## src/rtl/kbd_scan.sv

```systemverilog
// kbd_scan: 4x4 matrix keyboard scanner with frame-based debounce,
// make/break event FIFO and a small register interface.
module kbd_scan #(
    parameter int unsigned CLK_DIV    = 1000,
    parameter int unsigned FIFO_DEPTH = 4
) (
    input  logic       clk,
    input  logic       rst,
    input  logic [2:0] AD,
    input  logic [7:0] DI,
    output logic [7:0] DO,
    input  logic       rw,
    input  logic       cs,
    output logic [3:0] key_col,
    input  logic [3:0] key_row,
    output logic       irq
);

    localparam int unsigned PW = (FIFO_DEPTH > 1) ? $clog2(FIFO_DEPTH) : 1;
    localparam int unsigned CW = PW + 1;

    typedef enum logic [1:0] {IDLE, SCAN, EMIT} state_t;

    state_t         state_q, state_d;
    logic           ctrl_en, ctrl_irq;
    logic [3:0]     dbn;
    logic [15:0]    presc;
    logic [1:0]     col;
    logic [15:0]    raw, last_frame, stable, committed;
    logic [3:0]     match;
    logic           ovf;

    logic [7:0]     mem [FIFO_DEPTH];
    logic [PW-1:0]  rd_ptr, wr_ptr;
    logic [CW-1:0]  count;

    logic           wr_en, slot_end, frame_end, push, pop, full, push_ok, empty;
    logic [3:0]     sample, n_eff, match_next, emit_idx;
    logic [15:0]    frame_raw, stable_next, diff;
    logic [7:0]     event_code;
    logic           unused_di;

    assign unused_di = ^DI[7:4];

    // Datapath decode: bus strobes, debounce arithmetic and next event selection
    always_comb begin
        wr_en      = cs & ~rw;
        empty      = (count == '0);
        full       = (count == CW'(FIFO_DEPTH));
        pop        = cs & rw & (AD == 3'd1) & ~empty;
        slot_end   = (state_q == SCAN) && ctrl_en && (presc == 16'(CLK_DIV - 1));
        frame_end  = slot_end && (col == 2'd3);
        sample     = ~key_row;
        // The last column is still in flight at frame end, so splice it in here.
        frame_raw  = {sample, raw[11:0]};
        n_eff      = (dbn == 4'd0) ? 4'd1 : dbn;
        if (frame_raw == last_frame)
            match_next = (match == 4'd15) ? 4'd15 : match + 4'd1;
        else
            match_next = 4'd1;
        stable_next = (match_next >= n_eff) ? frame_raw : stable;
        diff        = stable ^ committed;
        emit_idx    = 4'd0;
        for (int unsigned i = 16; i > 0; i--) begin
            if (diff[i-1])
                emit_idx = 4'(i - 1);
        end
        event_code = {stable[emit_idx], 3'b000, emit_idx};
        push       = (state_q == EMIT) && ctrl_en && (diff != '0);
        push_ok    = push && (!full || pop);
    end

    // FSM state register
    always_ff @(posedge clk or negedge rst) begin
        if (!rst)
            state_q <= IDLE;
        else
            state_q <= state_d;
    end

    // FSM next state and column drive
    always_comb begin
        state_d = state_q;
        key_col = 4'b1111;
        case (state_q)
            IDLE: if (ctrl_en) state_d = SCAN;
            SCAN: begin
                key_col = ~(4'b0001 << col);
                if (frame_end && (stable_next != committed))
                    state_d = EMIT;
            end
            EMIT: if (diff == '0) state_d = SCAN;
            default: state_d = IDLE;
        endcase
        if (!ctrl_en)
            state_d = IDLE;
    end

    // Registers, scan counters, debounce state and FIFO pointers
    always_ff @(posedge clk or negedge rst) begin
        if (!rst) begin
            ctrl_en    <= 1'b0;
            ctrl_irq   <= 1'b0;
            dbn        <= 4'd3;
            presc      <= '0;
            col        <= '0;
            raw        <= '0;
            last_frame <= '0;
            stable     <= '0;
            committed  <= '0;
            match      <= '0;
            ovf        <= 1'b0;
            rd_ptr     <= '0;
            wr_ptr     <= '0;
            count      <= '0;
            irq        <= 1'b0;
        end else begin
            if (wr_en) begin
                case (AD)
                    3'd0: if (DI[1]) ovf <= 1'b0;
                    3'd2: begin
                        ctrl_en  <= DI[0];
                        ctrl_irq <= DI[1];
                    end
                    3'd3: dbn <= DI[3:0];
                    default: ;
                endcase
            end

            if (state_q == IDLE) begin
                presc <= '0;
                col   <= '0;
            end else if (state_q == SCAN && ctrl_en) begin
                if (slot_end) begin
                    presc <= '0;
                    col   <= col + 2'd1;
                    raw[{col, 2'b00} +: 4] <= sample;
                end else begin
                    presc <= presc + 16'd1;
                end
            end

            if (frame_end) begin
                last_frame <= frame_raw;
                match      <= match_next;
                stable     <= stable_next;
            end

            // A dropped event still retires its key so the FSM can make progress.
            if (push)
                committed[emit_idx] <= stable[emit_idx];
            if (push && full && !pop)
                ovf <= 1'b1;

            if (push_ok)
                wr_ptr <= wr_ptr + PW'(1);
            if (pop)
                rd_ptr <= rd_ptr + PW'(1);
            if (push_ok && !pop)
                count <= count + CW'(1);
            else if (pop && !push_ok)
                count <= count - CW'(1);

            irq <= ctrl_irq & (~empty | ovf);
        end
    end

    // FIFO storage; contents are don't-care until written
    always_ff @(posedge clk) begin
        if (push_ok)
            mem[wr_ptr] <= event_code;
    end

    // Register read mux
    always_comb begin
        DO = 8'hFF;
        case (AD)
            3'd0: DO = {5'b00000, state_q != IDLE, ovf, ~empty};
            3'd1: DO = empty ? 8'hFF : mem[rd_ptr];
            3'd2: DO = {6'b000000, ctrl_irq, ctrl_en};
            3'd3: DO = {4'b0000, dbn};
            default: DO = 8'hFF;
        endcase
    end

endmodule

```

## config.mk

```make
export PLATFORM = sky130hd
export DESIGN_NAME = kbd_scan
export DESIGN_NICKNAME = d
export VERILOG_FILES = /design/src/rtl/kbd_scan.sv
export SDC_FILE = /design/constraint.sdc
export NUM_CORES = 1
export LEC_CHECK = 0
export ABC_CLOCK_PERIOD_IN_PS = 4050
export CAP_MARGIN = 20
export CORE_MARGIN = 1
export CORE_UTILIZATION = 61
export DETAILED_ROUTE_END_ITERATION = 6
export PLACE_DENSITY = 0.8
export SYNTH_ARGS = -nofsm -noshare
export SYNTH_HDL_FRONTEND = slang
export SYNTH_SLANG_ARGS = --single-unit
```

## constraint.sdc

```tcl
create_clock -name clk -period 4.05 [get_ports clk]
set_clock_uncertainty 0.05 [all_clocks]
set_input_delay 0.81 -clock clk [delete_from_list [all_inputs] [get_ports clk]]
set_output_delay 0.81 -clock clk [all_outputs]
set_load 0.01 [all_outputs]
```

# Word level (Yosys, flattened, before mapping)
# Memories as Yosys holds them, arrays and structs flattened.
# Cells that the tools add are included.
# classes
addsub,8
order_cmp,3
eq_ne,13
shift,3
n_mux,47
bitwise,12
reduce_logical,35
# ops
op,count
$mux 4,20
$mux 16,4
$bwmux 16,2
$pmux 8 s4,1
$add 16x1->16 const B,1
$eq 16x10->1 const B,1
$eq 16x16->1,1
$logic_not 16->1,1
$ne 16x16->1,1
$reduce_bool 16->1,1
$shift 4x6->16 const A,1
$shiftx 4x6->16,1
$xor 16x16->16,1
$reduce_bool 2->1,7
$logic_and 1x1->1,12
$mux 2,6
$mux 1,8
$mux 8,1
$not 4->4,2
$reduce_and 2->1,4
$add 2x1->2 const B,3
$eq 3x2->1 const B,2
$logic_not 3->1,2
$mux 3,2
other kinds (25),36
# word_totals
regBits,103
ram_bits,20
input_bits,19
output_inout_bits,13
elab_cells,138
n_memories,1
# memory_table
name,words,width,read_ports,rd_ports_with_merged_regs,write_ports,line_no,rtl
mem,4,5,1,0,1,33,logic [7:0] mem [FIFO_DEPTH];

# Depth between registers and ports, before layout
# Gate-level depths: netlist (run 1).
# depth
depth_word,22
depth_mapped,15
ltp_nobuf,13

# Worst setup path after synthesis (run 1)
# Ideal clock, no wire load.
# synth_timing
path_type,input-to-reg
startpoint,input port key_row[2]
endpoint,register state_q[1]
setup_time_ns,0.119
t_arrival_ns,3.521
t_required_ns,3.881
path_slack_ns,0.360
path_stages,14
n_path_buf,2
path_cell_list,xnor2_1 nor4_1 nand4_1 nor3_1 ha_1 nand2_1 o21ai_0 buf_1 buf_2 mux2i_1 xnor2_1 nor4_1 nand4_1 a21bo_2
# synth_via
elab_chain_len,9
# synth_rtl
item,line_no,rtl
from (decl),15,"input logic [3:0] key_row,"
$not 4->4,53,sample = ~key_row;
$eq 16x16->1,57,if (frame_raw == last_frame)
$mux 4,57,
named net match_next[3],38,"logic [3:0] sample, n_eff, match_next, emit_idx;"
$ge 4x4->1,61,stable_next = (match_next >= n_eff) ? frame_raw : stable;
$mux 16,61,
$ne 16x16->1,89,if (frame_end && (stable_next != committed))
$logic_and 1x1->1,89,
$ne 3x2->1 (no source line),-,
$reduce_and 2->1 (no source line),-,
to (signal assigned),78,state_q <= state_d;
to (decl),24,"state_t state_q, state_d;"
# The timed path passes the listed nets, and every way through them passes these cells.
# A chain may end at the register's enable or synchronous reset.

# Worst setup path in the final report (run 1)
# Same ends and word-level chain as after synthesis.

==> run metrics, run 1 <==
Reg area=between 3000 and 4000 sq um; Bufs and invs on worst path=2; outcome=complete, no violations; top-area cell type share of the netlist area=approximately 37%; Reg2Reg Depth=13; Post-CTS Resized=0; Initial Util=63.3%; number of synthesized flops with an enable pin=20; Achievable Freq=264 MHz; H-tree depth=4; Die ar.=between 10000 and 15000 sq um; pre-CTS worst setup slack=-240 ps; share of flip-flops with an asynchronous set or reset=around 83%; die height=106 microns; maximum clock path buffer count=2; total core area=10400 sq um; register area share after synthesis=between 40% and 50%; row count=37; type of origin of the critical path=primary input; multi-input logic area=3310 sq um; LEAKAGE=3.57 nW; hold_buf cts=0; sw frac=25.2%; Setup CP Type=primary input to flop; Psw=778 uW; Vias=4828; number of global-route vias before repair=4974; Avg WL per Cell=17.7 microns; Netlist cell types=69; combinational share of power=12.1%; Top FF cell, synth=dfrtp_1; CP max FO=17; final-report setup violation count=0; Vias/cell=5.89; I/O pins=32; Req. time, crit path=4430 ps; fin. max-slew vios=0; width of the die=106 microns; Synth Cell Area=6570 sq um; Final Util=73.4%; pwr/cell area=~410 nW/um^2; Worst path max stage delay=450 ps; Mapped Cells=628; slowest stage cell, crit path=clkdlybuf4s50_1; Tot GR Track Use=28.8%; Critical Path End Type=flop; synth warn=0; hpwl dp=10.4 mm; Routed Antenna Nets=0; Slew HR=41.4%; Fillers=roughly 740; global-route wire length before repair=24.5 mm; flop-to-flop setup slack=just over 500 ps; post-CTS setup buffer count=0; gr ovfl total=0; CTS Sinks=about 120; period utilization=93.6%; Tmin final=3790 ps; Clock Power Share=between 40 and 50%; clk_lat worst skew=540 ps; Reg clk slew, reported paths=about 60 ps; drt drc=0; R2R Path Start=raw[4]; CP top delay family=simple AND/OR/NAND/NOR gates; post-synth top area cell=dfrtp_1; DRT Pass-1 Iters=5; Sequential Power Share=43.3%; Max-Cap Viols=0; worst min path class=primary input to async pin; Pwr Total=around 3 mW; Final #Nets=between 700 and 800; initial antenna violation count=0; Arr. time, crit path=between 4000 and 5000 ps; Initial DRC Count=384; Routed WL=14.5 mm; VDD IR max=330 uV; Slew @ Worst Pin=878 ps; r2r endpoint=state_q[1]; Int Power=2.31 mW; synth cell count leaders=nand2_1 (100), dfrtp_1 (97), nor2_1 (49); Avg Inst Size Synth=about 10 sq um; ranking of synthesized cells by area=dfrtp_1 (37%), edfxtp_1 (9.1%), mux2_2 (7.7%), nand2_1 (5.7%), xor2_1 (4.8%); register bit total from synthesis=119; worst setup margin=about 260 ps; RSZ-0062 raised after global routing=false; ant diodes=0; Layout area overhead=15.9%; syn_nets=664; gpl congestion=0.863; proportion of layout cells with a drive suffix above 1=17.3%; CTS tree=done; CTS root buffer=clkbuf_8; cells along the critical path=clkdlybuf4s50_1 > xnor2_1 > nor4_1 > nand4_1 > nor3_1 > ha_1 > a21oi_1 > o21ai_2 > buf_12 > mux2i_1 > xnor2_1 > nor4_1 > nand4_1 > a21bo_2; IO Port Bufs=27; most frequent cell after synthesis=nand2_1; Final Hold Viols=0; cts bufs inserted=17; largest net degree at the start of global routing=71
-- kinds of logic (layout without fill, tap and decap cells) --
group                    count (synthesis)  after routing  share of synthesized area, %
flip-flops                             119            119                          46.9
AND/OR/NAND/NOR                        229            229                          16.3
buffers and inverters                   43             99                          2.70
multiplexers                            70             70                          12.9
AO/OA/AOI/OAI                           82             82                          8.72
adder cells (fa/ha/maj)                 17             17                          3.35
XOR/XNOR                                68             68                          9.18
-- state kept, by name, indices dropped and copies added, names as in the netlist --
signal / flops
mem: 20
committed: 16
last_frame: 16
presc: 16
stable: 16
raw: 12
dbn: 4
match: 4
count: 3
col: 2
rd_ptr: 2
state_q: 2
wr_ptr: 2
ctrl_en: 1
ctrl_irq: 1
irq: 1
ovf: 1
-- worst register-to-register path, delay by kind of cell, from the launching register on --
family | cells | cell delay [ps]
flops | 1 | 450
xor+xnor | 2 | 280
buf+inv | 1 | 170
fa+ha+maj | 1 | 300
mux | 1 | 210
simple gates | 5 | 1430
compound gates | 3 | 540
-- layout make-up --
type                            instances  share of cell area (%)
Clock inverter                         11                    1.41
Inverter                               23                    1.17
Sequential cell                       119                    40.5
Timing Repair Buffer                   44                    5.52
Multi-Input combinational cell        466                    43.5
Tap cell                              136                    2.24
Clock buffer                           21                    5.64
-- how the worst max path moves through the flow --
| stage | slack (ps) | endpoint | start | depth (start not counted) |
|---|---|---|---|---|
| finish | 260 | state_q[1] | key_row[2] | 14 |
| global route | 50 | state_q[1] | key_row[2] | 14 |
| CTS | 310 | state_q[1] | key_row[2] | 14 |
| detailed placement | -240 | state_q[1] | key_row[2] | 14 |
| global placement | -200 | state_q[1] | key_row[2] | 14 |
| floorplan | 360 | state_q[1] | key_row[2] | 14 |
-- metal layers --
| layer | GRT usage (%) | share of wire [%] | vias to the layer above | routed length, microns |
|---|---|---|---|---|
| met5 | 0 | 0 | - | 0 |
| li1 | - | - | 2294 | - |
| met2 | 49.7 | 51 | 125 | 7400 |
| met1 | 35.2 | 43 | 2386 | 6260 |
| met3 | 7.24 | 4.2 | 23 | 606 |
| met4 | 10.0 | 1.7 | 0 | 240 |
-- power by group through the flow --
stage | registers (mW) | clock network (mW) | logic (mW)
2_1_floorplan | 1.32 | 0 | 0.256
5_1_grt | 1.35 | 1.45 | 0.411
3_3_place_gp | 1.35 | 0 | 0.355
4_1_cts | 1.34 | 1.40 | 0.374
6_report | 1.34 | 1.38 | 0.373
3_5_place_dp | 1.35 | 0 | 0.370
-- cells in the final DEF, fill, tap and decap left out, drive strengths merged, types with 3 or more instances in the layout --
master	n
nand2	100
dfrtp	97
nor2	50
mux2	45
xor2	37
xnor2	31
o21ai	27
clkdlybuf4s50	26
inv	23
clkbuf	21
edfxtp	20
mux2i	18
buf	18
ha	16
nor3	13
a21oi	13
nor4	12
nand3	10
and2	10
and3	9
mux4	7
clkinv	7
a21o	5
a22o	5
nand4	4
a211oi	4
nor2b	4
o21a	3
or3	3
a31oi	3
-- per-stage QoR --
step	instances	area (sq um)	hold slack [ps]	setup TNS, ps
finish	820	7610	344	0
global route	820	7610	392	0
CTS	820	7610	362	0
detailed placement	788	7070	437	-378
global placement	788	7070	427	-280
floorplan	628	6570	416	0
(Power assumes the default switching activity.)
==> run 2: changes to the inputs <==
--- a/config.mk
+++ b/config.mk
@@ -6,7 +6,7 @@
 export NUM_CORES = 1
 export LEC_CHECK = 0
 export ABC_CLOCK_PERIOD_IN_PS = 4050
-export CAP_MARGIN = 20
+export CAP_MARGIN = 5
 export CORE_MARGIN = 1
 export CORE_UTILIZATION = 61
 export DETAILED_ROUTE_END_ITERATION = 6
==> constraint.sdc (replaced) <==
create_clock -name clk -period 4.05 [get_ports clk]
set_clock_uncertainty 0.05 [all_clocks]
set_input_delay 0.6075 -clock clk [delete_from_list [all_inputs] [get_ports clk]]
set_output_delay 0.6075 -clock clk [all_outputs]
set_load 0.01 [all_outputs]
==> run 2 against run 1 <==
Compared with the run above:
- via count decreased by 0.17%
- global-route usage decreased by 0.59 points
- highest routed layer unchanged
- largest cell class unchanged
- design area about the same
- die area unchanged
- critical endpoint unchanged
- register-to-register slack got worse by 90 ps
- critical path type unchanged
- final cell count decreased by 0.37%
- combinational power decreased by 5.9%
- routed wire length decreased by 1.4%
- maximum frequency increased by 4.2%
- core utilization increased by 0.072 points
- first-iteration DRC count decreased by 26%
- clock power increased by 6%
==> run metrics, run 2 (synthesis gave the netlist of run 1 again) <==
Reg clk slew, reported paths=60 ps (about the same); Arr. time, crit path=4010 ps (-150 ps); Initial Util=63.3% (unchanged); pwr/cell area=415 nW/um^2 (+2.3%); H-tree depth=4 (unchanged); combinational share of power=11.1% (-1.0 points); Largest Register=mem; R2R Path Start=raw[10]; Routed WL=14.3 mm (-1.4%); Int Power=2.37 mW (+2.6%); worst min path class=primary input to async pin; Psw=791 uW (+1.7%); row count=37 (unchanged); Req. time, crit path=4420 ps (about the same); IO Port Bufs=27 (unchanged); Final #Nets=704 (-0.42%); period utilization=89.8% (-3.8 points); RSZ-0062 raised after global routing=false; Worst Setup EP=state_q[1]; Vias=4820 (-0.17%); die height=106 microns (unchanged); Setup CP Type=primary input to flop; drt drc=0 (unchanged); Sequential Power Share=42.5% (-0.8 points); Max-Cap Viols=0 (unchanged); type of origin of the critical path=primary input; post-CTS setup buffer count=0 (unchanged); Final Util=73.5% (about the same); outcome=complete, no violations; CTS tree=done; multi-input logic area=3310 sq um (unchanged); LEAKAGE=3.56 nW (-0.16%); VDD IR max=317 uV (-4.0%); r2r endpoint=state_q[1]; gpl congestion=0.838 (-3.0%); CTS Sinks=119 (unchanged); Layout area overhead=16.0% (about the same); CTS root buffer=clkbuf_8; hpwl dp=10.4 mm (-0.33%); Placed Cells=784 (-0.51%); Critical Path End Type=flop; gr ovfl total=0 (unchanged); fin. max-slew vios=0 (unchanged); maximum clock path buffer count=2 (unchanged); Reg area=3080 sq um (unchanged); I/O pins=32 (unchanged); clk_lat worst skew=540 ps (about the same); width of the die=106 microns (unchanged); most frequent cells in the layout=nand2_1 (100), dfrtp_1 (97), nor2_1 (49); Fillers=740 (+0.27%); Tmin final=3640 ps (-152 ps); Reg2Reg Depth=14 (+1); final-report setup violation count=0 (unchanged); WHS=407 ps (+63.0 ps); Avg WL per Cell=17.5 microns (-1.0%); Post-CTS Resized=0 (unchanged); Slew @ Worst Pin=1130 ps (+254 ps); number of global-route vias before repair=4808 (-3.3%); cts bufs inserted=17 (unchanged); post-route insts no fill=817 (-0.37%); leading cell type in the layout, fill and taps excluded=nand2_1; flop-to-flop setup slack=420 ps (-90 ps); Achievable Freq=275 MHz (+4.2%); CP max FO=17 (unchanged); crit path launch=key_row[2]; Slew HR=24.4% (-17 points); DRT Pass-1 Iters=5 (unchanged); total core area=10400 sq um (unchanged); global-route wire length before repair=23.9 mm (-2.1%); Tot GR Track Use=28.2% (-0.59 points); sw frac=25.0% (-0.17 points); Final Hold Viols=0 (unchanged); proportion of layout cells with a drive suffix above 1=17.3% (+0.076 points); Initial DRC Count=285 (-26%); ant diodes=0 (unchanged); Routed Antenna Nets=0 (unchanged); Clock Power Share=46.3% (+1.7 points); Pwr Total=3.16 mW (+2.4%); Die ar.=11200 sq um (unchanged); largest net degree at the start of global routing=53 (-25%); initial antenna violation count=0 (unchanged); Vias/cell=5.90 (+0.20%); number of flip-flops in the largest register=20 (unchanged)
run 2: power by group through the flow:
| stage | clock network (mW) | logic (mW) | registers, mW |
|---|---|---|---|
| detailed placement | 0 | 0.351 | 1.36 |
| floorplan | 0 | 0.256 | 1.32 |
| global placement | 0 | 0.339 | 1.36 |
| CTS | 1.48 | 0.354 | 1.34 |
| global route | 1.53 | 0.386 | 1.35 |
| finish | 1.46 | 0.351 | 1.34 |
run 2: through the flow:
step	instance area [sq um]	TNS (ps)	setup slack [ps]
6_report	7620	0	413
5_1_grt	7620	0	156
4_1_cts	7620	0	456
3_5_place_dp	7030	-52.0	-52.0
3_3_place_gp	7030	0	36.7
2_1_floorplan	6570	0	562
run 2: worst min-delay path by stage:
stage | endpoint | cells after the start | slack [ps] | from
2_1_floorplan | col[0] | 0 | 260 | rst
3_3_place_gp | presc[3] | 1 | 410 | rst
4_1_cts | match[1] | 2 | 390 | rst
5_1_grt | match[2] | 2 | 410 | rst
6_report | presc[5] | 2 | 410 | rst
3_5_place_dp | presc[3] | 1 | 420 | rst
run 2: cell type report:
type / instances / share of cell area, %
clock buffer: 18 / 5.49
clock inverter: 14 / 2.09
inverter: 23 / 1.17
multi-input combinational: 466 / 43.5
sequential: 119 / 40.4
tap: 136 / 2.23
timing repair buffer: 41 / 5.09
run 2: critical path, cell delays in order:
cell	delay, ps
clkdlybuf4s50_1	450
xnor2_1	160
nor4_1	300
nand4_1	280
nor2_1	290
ha_1	270
nand2b_1	140
a21oi_1	190
o21ai_2	100
buf_12	170
mux2i_1	130
xnor2_1	150
nor4_1	300
nand4_1	210
a21bo_2	260
run 2: what timing repair did:
| item | CTS | global route |
|---|---|---|
| endpoints found under the setup margin | 0 | 0 |
| hold buffers | 1 | 0 |
| hold endpoints to repair | 12 | 0 |
run 2: routing by layer:
layer	vias to the layer above	routed length, microns	track usage, %
met3	30	578	7.11
met1	2389	6160	34.5
met4	0	280	10.4
met5	-	0	0
met2	110	7280	48.3
li1	2291	-	-
